File: config.mk
export PLATFORM = sky130hd
export DESIGN_NAME = seg7_capture
export DESIGN_NICKNAME = d
export VERILOG_FILES = /design/src/rtl/seg7_capture.sv
export SDC_FILE = /design/constraint.sdc
export NUM_CORES = 1
export LEC_CHECK = 0
export CELL_PAD_IN_SITES_DETAIL_PLACEMENT = 1
export CELL_PAD_IN_SITES_GLOBAL_PLACEMENT = 1
export CORE_UTILIZATION = 41
export DETAILED_ROUTE_END_ITERATION = 8
export PLACE_DENSITY_LB_ADDON = 0.1
export SETUP_SLACK_MARGIN = 0.2
export SLEW_MARGIN = 20
export SYNTH_ARGS = -nofsm -noshare
export SYNTH_HDL_FRONTEND = slang
export SYNTH_SLANG_ARGS = --single-unit
File: constraint.sdc
create_clock -name clk -period 3 [get_ports clk]
set_clock_uncertainty 0.05 [all_clocks]
set_input_delay 0.6 -clock clk [delete_from_list [all_inputs] [get_ports clk]]
set_output_delay 0.6 -clock clk [all_outputs]
set_load 0.05 [all_outputs]
File: src/rtl/seg7_capture.sv
// seg7_capture: watches active-low seven-segment buses, waits for the whole
// display to hold steady, then decodes every digit to a hex nibble with
// blank / error flags and a one-cycle valid pulse.
// Optional feature macro: SEG7_CAPTURE_DP_EN (decimal points captured and
// included in stability checks). Without it dp is 0 and DP bits are ignored.
//
// state    | meaning
// ST_IDLE  | capture disabled, counter cleared
// ST_WAIT  | counting consecutive unchanged cycles
// ST_LOCKED| outputs captured, watching for a change from the locked pattern
module seg7_capture #(
  parameter int NUM_DIGITS    = 6,
  parameter int STABLE_CYCLES = 16
) (
  input  logic                    clk,
  input  logic                    reset_n,
  input  logic                    en,
  input  logic [8*NUM_DIGITS-1:0] segs_in,
  output logic [4*NUM_DIGITS-1:0] value,
  output logic [NUM_DIGITS-1:0]   blank,
  output logic [NUM_DIGITS-1:0]   err,
  output logic [NUM_DIGITS-1:0]   dp,
  output logic                    valid,
  output logic                    busy
);

  localparam int CNT_W = $clog2(STABLE_CYCLES + 1);
  localparam logic [CNT_W-1:0] CNT_TERM = CNT_W'(STABLE_CYCLES - 1);
  localparam logic [CNT_W-1:0] CNT_MAX  = CNT_W'(STABLE_CYCLES);
`ifdef SEG7_CAPTURE_DP_EN
  localparam logic [8*NUM_DIGITS-1:0] CMP_MASK = {NUM_DIGITS{8'hFF}};
`else
  localparam logic [8*NUM_DIGITS-1:0] CMP_MASK = {NUM_DIGITS{8'h7F}};
`endif

  typedef enum logic [1:0] {ST_IDLE, ST_WAIT, ST_LOCKED} state_t;

  state_t                  state_q, state_d;
  logic [CNT_W-1:0]        cnt_q, cnt_d;
  logic [8*NUM_DIGITS-1:0] segs_q, segs_d;
  logic [8*NUM_DIGITS-1:0] segs_p_q, segs_p_d;
  logic [8*NUM_DIGITS-1:0] segs_lock_q, segs_lock_d;
  logic [4*NUM_DIGITS-1:0] value_q, value_d;
  logic [NUM_DIGITS-1:0]   blank_q, blank_d;
  logic [NUM_DIGITS-1:0]   err_q, err_d;
  logic [NUM_DIGITS-1:0]   dp_q, dp_d;
  logic                    valid_q, valid_d;
  logic                    busy_q, busy_d;

  logic [4*NUM_DIGITS-1:0] dec_value;
  logic [NUM_DIGITS-1:0]   dec_blank;
  logic [NUM_DIGITS-1:0]   dec_err;
  logic [NUM_DIGITS-1:0]   dec_dp;
  logic                    same_prev;
  logic                    same_lock;

  // Inverse of the team encoder; returns {err, blank, nibble}.
  function automatic logic [5:0] decode_glyph(input logic [6:0] s);
    logic [5:0] r;
    case (s)
      7'h40:   r = 6'h00;
      7'h79:   r = 6'h01;
      7'h24:   r = 6'h02;
      7'h30:   r = 6'h03;
      7'h19:   r = 6'h04;
      7'h12:   r = 6'h05;
      7'h02:   r = 6'h06;
      7'h78:   r = 6'h07;
      7'h00:   r = 6'h08;
      7'h10:   r = 6'h09;
      7'h08:   r = 6'h0A;
      7'h03:   r = 6'h0B;
      7'h46:   r = 6'h0C;
      7'h21:   r = 6'h0D;
      7'h06:   r = 6'h0E;
      7'h0E:   r = 6'h0F;
      7'h7F:   r = 6'b01_0000;
      default: r = 6'b10_0000;
    endcase
    return r;
  endfunction

  // Per-digit decode of the registered input copy.
  always_comb begin
    logic [5:0] d;
    dec_value = '0;
    dec_blank = '0;
    dec_err   = '0;
    dec_dp    = '0;
    d         = '0;
    for (int i = 0; i < NUM_DIGITS; i++) begin
      d                  = decode_glyph(segs_q[8*i +: 7]);
      dec_value[4*i +: 4] = d[3:0];
      dec_blank[i]       = d[4];
      dec_err[i]         = d[5];
`ifdef SEG7_CAPTURE_DP_EN
      dec_dp[i]          = ~segs_q[8*i + 7];
`endif
    end
  end

  // Next-state logic: stability counter, capture and lock tracking.
  always_comb begin
    same_prev   = ((segs_q ^ segs_p_q) & CMP_MASK) == '0;
    same_lock   = ((segs_q ^ segs_lock_q) & CMP_MASK) == '0;
    segs_d      = segs_in;
    segs_p_d    = segs_q;
    state_d     = state_q;
    cnt_d       = cnt_q;
    segs_lock_d = segs_lock_q;
    value_d     = value_q;
    blank_d     = blank_q;
    err_d       = err_q;
    dp_d        = dp_q;
    valid_d     = 1'b0;
    if (!en) begin
      state_d = ST_IDLE;
      cnt_d   = '0;
    end else begin
      case (state_q)
        ST_IDLE: begin
          state_d = ST_WAIT;
          cnt_d   = '0;
        end
        ST_WAIT: begin
          // a change on the terminal-count cycle wins over the capture
          if (!same_prev) begin
            cnt_d = '0;
          end else if (cnt_q == CNT_TERM) begin
            value_d     = dec_value;
            blank_d     = dec_blank;
            err_d       = dec_err;
            dp_d        = dec_dp;
            segs_lock_d = segs_q;
            valid_d     = 1'b1;
            cnt_d       = '0;
            state_d     = ST_LOCKED;
          end else if (cnt_q != CNT_MAX) begin
            cnt_d = cnt_q + 1'b1;
          end
        end
        ST_LOCKED: begin
          if (!same_lock) begin
            state_d = ST_WAIT;
            cnt_d   = '0;
          end
        end
        default: begin
          state_d = ST_IDLE;
          cnt_d   = '0;
        end
      endcase
    end
    busy_d = (state_d == ST_WAIT);
  end

  // State and output registers.
  always_ff @(posedge clk or negedge reset_n) begin
    if (!reset_n) begin
      state_q     <= ST_IDLE;
      cnt_q       <= '0;
      segs_q      <= '1;
      segs_p_q    <= '1;
      segs_lock_q <= '1;
      value_q     <= '0;
      blank_q     <= '0;
      err_q       <= '0;
      dp_q        <= '0;
      valid_q     <= 1'b0;
      busy_q      <= 1'b0;
    end else begin
      state_q     <= state_d;
      cnt_q       <= cnt_d;
      segs_q      <= segs_d;
      segs_p_q    <= segs_p_d;
      segs_lock_q <= segs_lock_d;
      value_q     <= value_d;
      blank_q     <= blank_d;
      err_q       <= err_d;
      dp_q        <= dp_d;
      valid_q     <= valid_d;
      busy_q      <= busy_d;
    end
  end

  assign value = value_q;
  assign blank = blank_q;
  assign err   = err_q;
  assign dp    = dp_q;
  assign valid = valid_q;
  assign busy  = busy_q;

endmodule

* Word-level counts from Yosys, hierarchy flattened
Cells that the tools add are included.
Word-level totals: flip-flop bits (word level) 186, input port bits 51, logic and storage cells 148
Cells by class: $add $sub $neg 1, eq/ne operators 103, muxes and demuxes 21, bitwise gates (word level) 2, reduce and logical (&&, ||, !) cells 11
Operators with widths (count):
- $pmux W6 S17 | 6
- $eq A7 B7 Y1 const B | 30
- $eq A7 B5 Y1 const B | 18
- $eq A7 B6 Y1 const B | 18
- $logic_not A48 Y1 | 2
- $xor A47 B47 Y47 | 2
- $eq A7 B2 Y1 const B | 12
- $eq A7 B4 Y1 const B | 12
- $eq A7 B3 Y1 const B | 6
- $logic_not A7 Y1 | 6
- $mux W5 | 5
- $ne A5 B5 Y1 const B | 2
- $pmux W5 S2 | 1
- $mux W2 | 4
- $pmux W2 S3 | 1
- $add A5 B1 Y5 const B | 1
- $eq A5 B4 Y1 const B | 1
- $eq A2 B1 Y1 const B | 2
- $mux W1 | 4
- $reduce_and A4 Y1 | 1
- $ne A3 B3 Y1 const B | 1
- $eq A2 B2 Y1 const B | 1
- $logic_not A2 Y1 | 1
- $reduce_and A2 Y1 | 1

* Depth between registers and ports, before layout
Gate-level depths: netlist of the first run.
depth after elaboration 6, depth in mapped cells 8, mapped depth without buffers 6

* Least setup slack after synthesis of the first run
No wires, ideal clock.
path kind register to register, from register segs_q[17], in the netlist segs_p_d[17], to register blank_q[0], in the netlist blank[0], setup time 0.125 ns, arrival time 2.072 ns, required time 2.825 ns, slack 0.752 ns, stages on the path, launching flop included 9, buffers on the path 2, period minus slack after synthesis 2.248 ns, cell sequence dfstp_2 clkbuf_1 xnor2_1 nand4_1 nor4_1 and4_1 nand2_4 buf_6 mux2_4
On the way: longest elaborated chain between the ends 3
RTL lines:
- start: declaration | RTL line 40 | logic [8*NUM_DIGITS-1:0] segs_q, segs_d;
- start signal: assignment | RTL line 174 | segs_q <= segs_d;
- $xor A47 B47 Y47 | RTL line 104 | same_prev = ((segs_q ^ segs_p_q) & CMP_MASK) == '0;
- $logic_not A48 Y1 | RTL line 104
- $reduce_and A4 Y1 (no source line)
- end signal: assignment | RTL line 178 | blank_q <= blank_d;
- end: declaration | RTL line 44 | logic [NUM_DIGITS-1:0] blank_q, blank_d;
No other way between the ends. A chain may end at the register's enable or synchronous reset.

* Final worst setup path of the first run
from register segs_q[27], in the netlist segs_p_d[27], to register value_q[5], in the netlist value[5]
On the way: longest elaborated chain between the ends 3
RTL lines:
- $xor A47 B47 Y47 | RTL line 104
- $logic_not A48 Y1 | RTL line 104
- $reduce_and A4 Y1 (no source line)
- end signal: assignment | RTL line 177 | value_q <= value_d;
- end: declaration | RTL line 43 | logic [4*NUM_DIGITS-1:0] value_q, value_d;
No other way between the ends.

==> impl_metrics.tcl, run 1 <==
set metrics [dict create \
    design.final.nets 917 \
    register_area_mm2 0.00444 \
    final_max_slew_viol_count 0 \
    dp_hpwl_um 14600 \
    mostFrequentLayoutCell "sky130_fd_sc_hd__dfstp_2" \
    seq_area_frac_synth_pct 49.5 \
    worstReg2RegStart "segs_p_d[27]$_DFF_PN1_" \
    rrSetupSlack_ns 0.38 \
    setup_viol 0 \
    power.density_mw_per_mm2 495 \
    peakVddDrop_uv 292 \
    fill_cells 2263 \
    synthesis.area_per_instance_um2 11.2 \
    grt_usage_pct 20.3 \
    number_of_antenna_violations_at_the_first_check_in_global_routing 0 \
    area_of_the_multi_input_gates_mm2 0.00409 \
    floorplan.rows 53 \
    cellLeakagePower_nw 4.43 \
    max-slew-margin-rel_pct 51.9 \
    synth_edf_count 0 \
    crit_path_max_incr_delay_ns 0.72 \
    postRouteAntennaNets 0 \
    drc_violation_total_after_the_first_tritonroute_iteration 195 \
    maxCapViolations 0 \
    worst-path-max-fanout 16 \
    fp.dieH_um 150 \
    synth_seq_cells 171 \
    start_util_pct 42.2 \
    vias 6221 \
    place.port_buffers 82 \
    post_synth_main_area_contributors "sky130_fd_sc_hd__dfstp_2 37%, sky130_fd_sc_hd__dfrtp_1 13%, sky130_fd_sc_hd__mux2_4 11%, sky130_fd_sc_hd__xnor2_1 8.3%, sky130_fd_sc_hd__nor2_1 2.1%" \
    die_width_um 150 \
    cts-hold-fix-buffers 0 \
    run_status "completed" \
    synth_top_area_share_pct 37.0 \
    cells_after_synthesis 798 \
    yosysWarningCount 0 \
    cp_slowest_cell "sky130_fd_sc_hd__dfstp_2" \
    drt_pass1_iterations 4 \
    grt_pass1_vias 6648 \
    critical_path_type "register to register" \
    cts.root.buffer_cell "sky130_fd_sc_hd__clkbuf_16" \
    post_cts_resize_count 0 \
    core_mm2 0.0212 \
    post_synth_instance_area_mm2 0.00896 \
    hold_viol 0 \
    timing.final.crit_share_pct 87.3 \
    cts_inserted_buffers 17 \
    synth_top_area_cell "sky130_fd_sc_hd__dfstp_2" \
    route.detailed.vias_per_inst 5.40 \
    die-area_mm2 0.0224 \
    insertion_delay_ns 0.43 \
    setup.worst_path.start "segs_p_d[27]$_DFF_PN1_" \
    rsz0062_at_grt "false" \
    holdCritPathClass "input pin to async pin" \
    asyncSetResetFlopFracSynth_pct 100 \
    timing_worst_slew_pin_value_ns 0.721 \
    crit_path_cell_chain "xnor2_1, nand4_1, nor3_1, and4_1, nand2_4, buf_4, mux2_4" \
    r2r.worst_path.cells 7 \
    final_layout_size_suffix_gt1_share_pct 30.3 \
    clock_tree.buffer_depth 2 \
    routedWlPerCell_um 18.7 \
    critPathLaunchType "register" \
    cts_htree_levels 4 \
    postCtsSetupRepairBufs 0 \
    most-common-layout-cells "126 x sky130_fd_sc_hd__dfstp_2, 85 x sky130_fd_sc_hd__xnor2_1, 81 x sky130_fd_sc_hd__clkdlybuf4s50_1, 68 x sky130_fd_sc_hd__mux2_4, 49 x sky130_fd_sc_hd__nor2_1" \
    postRouteWirelength_um 21600 \
    setup-tns-final_ns 0 \
    gp_congestion 0.773 \
    area_growth_syn_to_layout_pct 19.4 \
    final_period_minus_worst_setup_slack_ns 2.62 \
    timing.rr.end "value[5]$_DFFE_PN0P_" \
    pin_count_of_the_biggest_net_entering_global_routing 76 \
    antenna_cells 0 \
    worstPathRequired_ns 3.26 \
    crit_arrival_ns 2.88 \
    ys.flop_type "sky130_fd_sc_hd__dfstp_2" \
    max_freq_ghz 0.382 \
    io-pin-count 95 \
    detail_route.drc_violations 0 \
    wire_length_of_the_first_global_routing_pass_um 35400 \
    clkSinkCount 171 \
    cts_tree "yes" \
    crit_path_end_kind "register" \
    path_clk_slew_ns 0.06 \
    synth_cell_types 71 \
    grt_remaining_overflow 0 \
    fin_hold_ws_ns 0.133 \
]
==> cell usage after synthesis (6+ instances only) <==
master,number
sky130_fd_sc_hd__nor2_1,49
sky130_fd_sc_hd__inv_1,17
sky130_fd_sc_hd__dfrtp_1,45
sky130_fd_sc_hd__buf_2,10
sky130_fd_sc_hd__o21ai_1,8
sky130_fd_sc_hd__nand4_1,27
sky130_fd_sc_hd__dfstp_2,126
sky130_fd_sc_hd__clkbuf_1,45
sky130_fd_sc_hd__mux2i_1,10
sky130_fd_sc_hd__nand3_1,25
sky130_fd_sc_hd__a211oi_1,8
sky130_fd_sc_hd__xnor2_1,85
sky130_fd_sc_hd__a21oi_1,26
sky130_fd_sc_hd__buf_4,6
sky130_fd_sc_hd__o21ai_0,14
sky130_fd_sc_hd__buf_6,8
sky130_fd_sc_hd__a31oi_1,9
sky130_fd_sc_hd__buf_1,9
sky130_fd_sc_hd__nor3_1,16
sky130_fd_sc_hd__or3_1,11
sky130_fd_sc_hd__xor2_1,6
sky130_fd_sc_hd__o211ai_1,9
sky130_fd_sc_hd__nor2b_1,11
sky130_fd_sc_hd__nand2b_1,8
sky130_fd_sc_hd__nor4_1,9
sky130_fd_sc_hd__nand3b_1,6
sky130_fd_sc_hd__nand2_1,42
sky130_fd_sc_hd__mux2_4,68
==> sequential cells by signal, indices dropped and copies added (netlist names) <==
signal	count
state_q	2
blank	6
segs_p_q	42
value	24
segs_p_d	42
cnt_q	5
segs_lock_q	42
err	6
valid	1
busy	1
==> per-stage QoR <==
stage | cell area (um2) | power (mW) | setup WS (ns) | std cells | utilization [%]
3_5_place_dp | 10100 | 3.02 | 0.372 | 1120 | 47.5
6_report | 10700 | 5.30 | 0.382 | 1152 | 50.4
5_1_grt | 10700 | 5.50 | 0.262 | 1152 | 50.4
4_1_cts | 10700 | 5.37 | 0.355 | 1152 | 50.4
2_1_floorplan | 8980 | 2.80 | 0.752 | 803 | -
3_3_place_gp | 10100 | 3.00 | 0.401 | 1120 | 47.5
==> per-layer routing <==
metal	GRT usage (%)	part of all wire, %	up-vias
li1	-	-	2918
met1	26.9	46	3177
met2	34.5	50	105
met3	3.08	2.5	21
met4	5.56	1.1	0
met5	0	0	-
==> cell type report <==
cell class	count	area share, %
clock buffer	25	4.84
clock inverter	7	0.947
inverter	18	0.632
multi-input combinational	536	38.2
sequential	171	41.5
tap	275	3.22
timing repair buffer	120	10.7
==> critical path, delay by kind of cell, from the launching register on <==
family | cells | cell delay (ns)
and+or+nand+nor | 4 | 0.98
xor gates and xnor gates | 1 | 0.16
DFF | 1 | 0.72
buffers and inverters | 1 | 0.26
muxes | 1 | 0.33
==> logic make-up (layout without fill, tap and decap cells) <==
| group | count (synthesis) | in the layout | synth area share, % |
|---|---|---|---|
| adders and majority gates | 2 | 2 | 0.279 |
| buffers and inverters | 96 | 170 | 5.08 |
| and+or+nand+nor | 243 | 243 | 14.9 |
| xor gates and xnor gates | 91 | 91 | 8.90 |
| other | 1 | 6 | 0.0419 |
| muxes | 79 | 79 | 12.6 |
| DFF | 171 | 171 | 49.5 |
| AOI/OAI and AO/OA | 115 | 115 | 8.67 |
==> worst max-delay path by stage <==
stage / cells after the start / to / slack (ns)
finish: 7 / value[5]$_DFFE_PN0P_ / 0.38
global placement: 7 / value[6]$_DFFE_PN0P_ / 0.40
global route: 7 / value[0]$_DFFE_PN0P_ / 0.26
CTS: 7 / value[5]$_DFFE_PN0P_ / 0.36
floorplan: 8 / blank[0]$_DFFE_PN0P_ / 0.75
detailed placement: 7 / value[5]$_DFFE_PN0P_ / 0.37
==> power by group <==
| part | internal [mW] | total [mW] | switching [mW] | leakage [nW] |
|---|---|---|---|---|
| clock | 1.38 | 2.32 | 0.936 | 0.300 |
| sequential | 2.42 | 2.49 | 0.0737 | 1.89 |
| combinational | 0.208 | 0.491 | 0.283 | 2.24 |
No activity file was read; power rests on OpenSTA's default activity.
==> inputs of run 2 (changes only) <==
- CORE_UTILIZATION: 41 -> 46
- RECOVER_POWER: unset -> 25
==> run 2 against run 1 <==
The flow now finishes with violations (max-capacitance violations, max-slew violations). Clock-buffer cell count decreased by 6. Sequential share of layout area rose by 0.090 points. Clock power hardly changed. Register-to-register slack lost 0.06 ns. Worst hold slack improved by 0.29 ns. Final cell count decreased by 1.1%. Cell area barely moved. Critical path depth unchanged. First-iteration DRC count up 36%. Die area down 11%. Sequential cell count did not move.
==> impl_metrics.tcl, run 2 (synthesized netlist as in run 1, its figures left out) <==
set metrics [dict create \
    gp_congestion 0.800 \
    final_max_slew_viol_count 62 \
    worstPathRequired_ns 3.27 \
    io-pin-count 95 \
    grt_remaining_overflow 0 \
    fin_ws_ns 0.323 \
    dp_hpwl_um 15000 \
    grt_usage_pct 23.6 \
    floorplan.rows 50 \
    most-common-layout-cells "124 x sky130_fd_sc_hd__dfstp_2, 85 x sky130_fd_sc_hd__xnor2_1, 68 x sky130_fd_sc_hd__mux2_4, 49 x sky130_fd_sc_hd__nor2_1, 45 x sky130_fd_sc_hd__dfrtp_1" \
    vias 6304 \
    mostFrequentLayoutCell "sky130_fd_sc_hd__dfstp_2" \
    critical_path_type "register to register" \
    rrSetupSlack_ns 0.32 \
    hold_viol 0 \
    cts.root.buffer_cell "sky130_fd_sc_hd__clkbuf_16" \
    die-area_mm2 0.0200 \
    crit_path_end_kind "register" \
    timing_worst_slew_pin_value_ns 1.70 \
    final_period_minus_worst_setup_slack_ns 2.68 \
    postRouteAntennaNets 0 \
    worstReg2RegStart "segs_p_d[28]$_DFF_PN1_" \
    clkSinkCount 171 \
    route.detailed.vias_per_inst 5.53 \
    timing.rr.end "err[2]$_DFFE_PN0P_" \
    postRouteWirelength_um 22200 \
    final_layout_size_suffix_gt1_share_pct 30.8 \
    worst-path-max-fanout 31 \
    drt_pass1_iterations 7 \
    drc_violation_total_after_the_first_tritonroute_iteration 265 \
    r2r.worst_path.cells 7 \
    run_status "finished, violations left" \
    min_path_cells 0 \
    crit_arrival_ns 2.95 \
    cts-hold-fix-buffers 0 \
    place.port_buffers 82 \
    max_freq_ghz 0.374 \
    failed_checks "max-capacitance violations, max-slew violations" \
    peakVddDrop_uv 374 \
    detail_route.drc_violations 0 \
    fill_cells 1989 \
    clock_tree.buffer_depth 2 \
    number_of_antenna_violations_at_the_first_check_in_global_routing 0 \
    die_width_um 142 \
    power.density_mw_per_mm2 493 \
    insertion_delay_ns 0.43 \
    setup-tns-final_ns 0 \
    critPathLaunchType "register" \
    holdCritPathClass "register to register" \
    area_growth_syn_to_layout_pct 19.4 \
    grt_pass1_vias 6856 \
    fp.dieH_um 142 \
    routedWlPerCell_um 19.5 \
    rsz0062_at_grt "false" \
    design.final.nets 919 \
    start_util_pct 47.4 \
    antenna_cells 0 \
    timing.final.crit_share_pct 89.2 \
    cts_tree "yes" \
    holdPathEnd "segs_p_q[45]$_DFF_PN1_" \
    pin_count_of_the_biggest_net_entering_global_routing 63 \
    core_mm2 0.0189 \
    path_clk_slew_ns 0.07 \
    max-slew-margin-rel_pct -13.5 \
    maxCapViolations 1 \
    cellLeakagePower_nw 4.46 \
    wire_length_of_the_first_global_routing_pass_um 36600 \
    preCtsSetupSlack_ns 0.299 \
    hp-start "segs_p_d[45]$_DFF_PN1_" \
    cts_inserted_buffers 17 \
    cts_htree_levels 4 \
    setup_viol 0 \
]
run 2: cell types whose count changed in the layout (fill, tap and decap cells not counted), sizes merged:
cell,previous run,this run
clkbuf,25,20
clkdlybuf4s50,81,43
dlygate4sd3,0,38
inv,20,27
buf,39,40
clkinvlp,1,0
run 2: stage by stage:
| stage | instances | util [%] | instance area (um2) | power, mW | hold slack [ns] |
|---|---|---|---|---|---|
| detailed placement | 1107 | 53.4 | 10100 | 3.02 | 0.398 |
| global placement | 1107 | 53.4 | 10100 | 3.00 | 0.388 |
| CTS | 1139 | 56.6 | 10700 | 5.34 | 0.124 |
| floorplan | 803 | - | 8980 | 2.80 | 0.254 |
| global route | 1139 | 56.6 | 10700 | 5.46 | 0.427 |
| finish | 1139 | 56.6 | 10700 | 5.27 | 0.426 |
run 2: cell type report:
cell class | instances | area (um2) | area share [%]
Multi-Input combinational cell | 536 | 4090 | 38.2
Clock inverter | 13 | 150 | 1.40
Timing Repair Buffer | 122 | 1170 | 10.9
Tap cell | 260 | 325 | 3.04
Sequential cell | 171 | 4440 | 41.6
Inverter | 18 | 67.6 | 0.632
Clock buffer | 19 | 454 | 4.25
run 2: critical path, stage by stage (launching register included):
cell                      delay, ns
sky130_fd_sc_hd__dfstp_2       0.72
sky130_fd_sc_hd__xnor2_1       0.16
sky130_fd_sc_hd__nand4_1       0.18
sky130_fd_sc_hd__nor3_1        0.33
sky130_fd_sc_hd__and4_1        0.32
sky130_fd_sc_hd__nand2_4       0.19
sky130_fd_sc_hd__buf_12        0.27
sky130_fd_sc_hd__mux2_4        0.33
run 2: how the worst max path moves through the flow:
stage               cells past startpoint              startpoint               endpoint
finish                                  7  segs_p_d[28]$_DFF_PN1_     err[2]$_DFFE_PN0P_
floorplan                               8  segs_p_d[17]$_DFF_PN1_   blank[0]$_DFFE_PN0P_
CTS                                     7  segs_p_d[33]$_DFF_PN1_     err[2]$_DFFE_PN0P_
global placement                        7                      en  value[11]$_DFFE_PN0P_
global route                            7  segs_p_d[28]$_DFF_PN1_     err[2]$_DFFE_PN0P_
detailed placement                      7                      en     err[2]$_DFFE_PN0P_
run 2: where the power goes:
part	switching (mW)	total [mW]	leakage, nW	internal [mW]
clock network	0.990	2.29	0.300	1.30
logic	0.294	0.493	2.26	0.199
registers	0.0722	2.49	1.89	2.42
total	1.36	5.27	4.46	3.92
run 2: repair_timing:
item	in CTS	in global routing
endpoints found under the setup margin	0	26
setup buffers	0	0
resized for setup	0	2
run 2: layer usage:
layer	up-vias	wire [um]	track usage, %
met5	-	0	0
met4	0	324	6.56
met3	26	701	3.78
met2	114	11300	40.8
met1	3244	9950	30.4
li1	2920	-	-
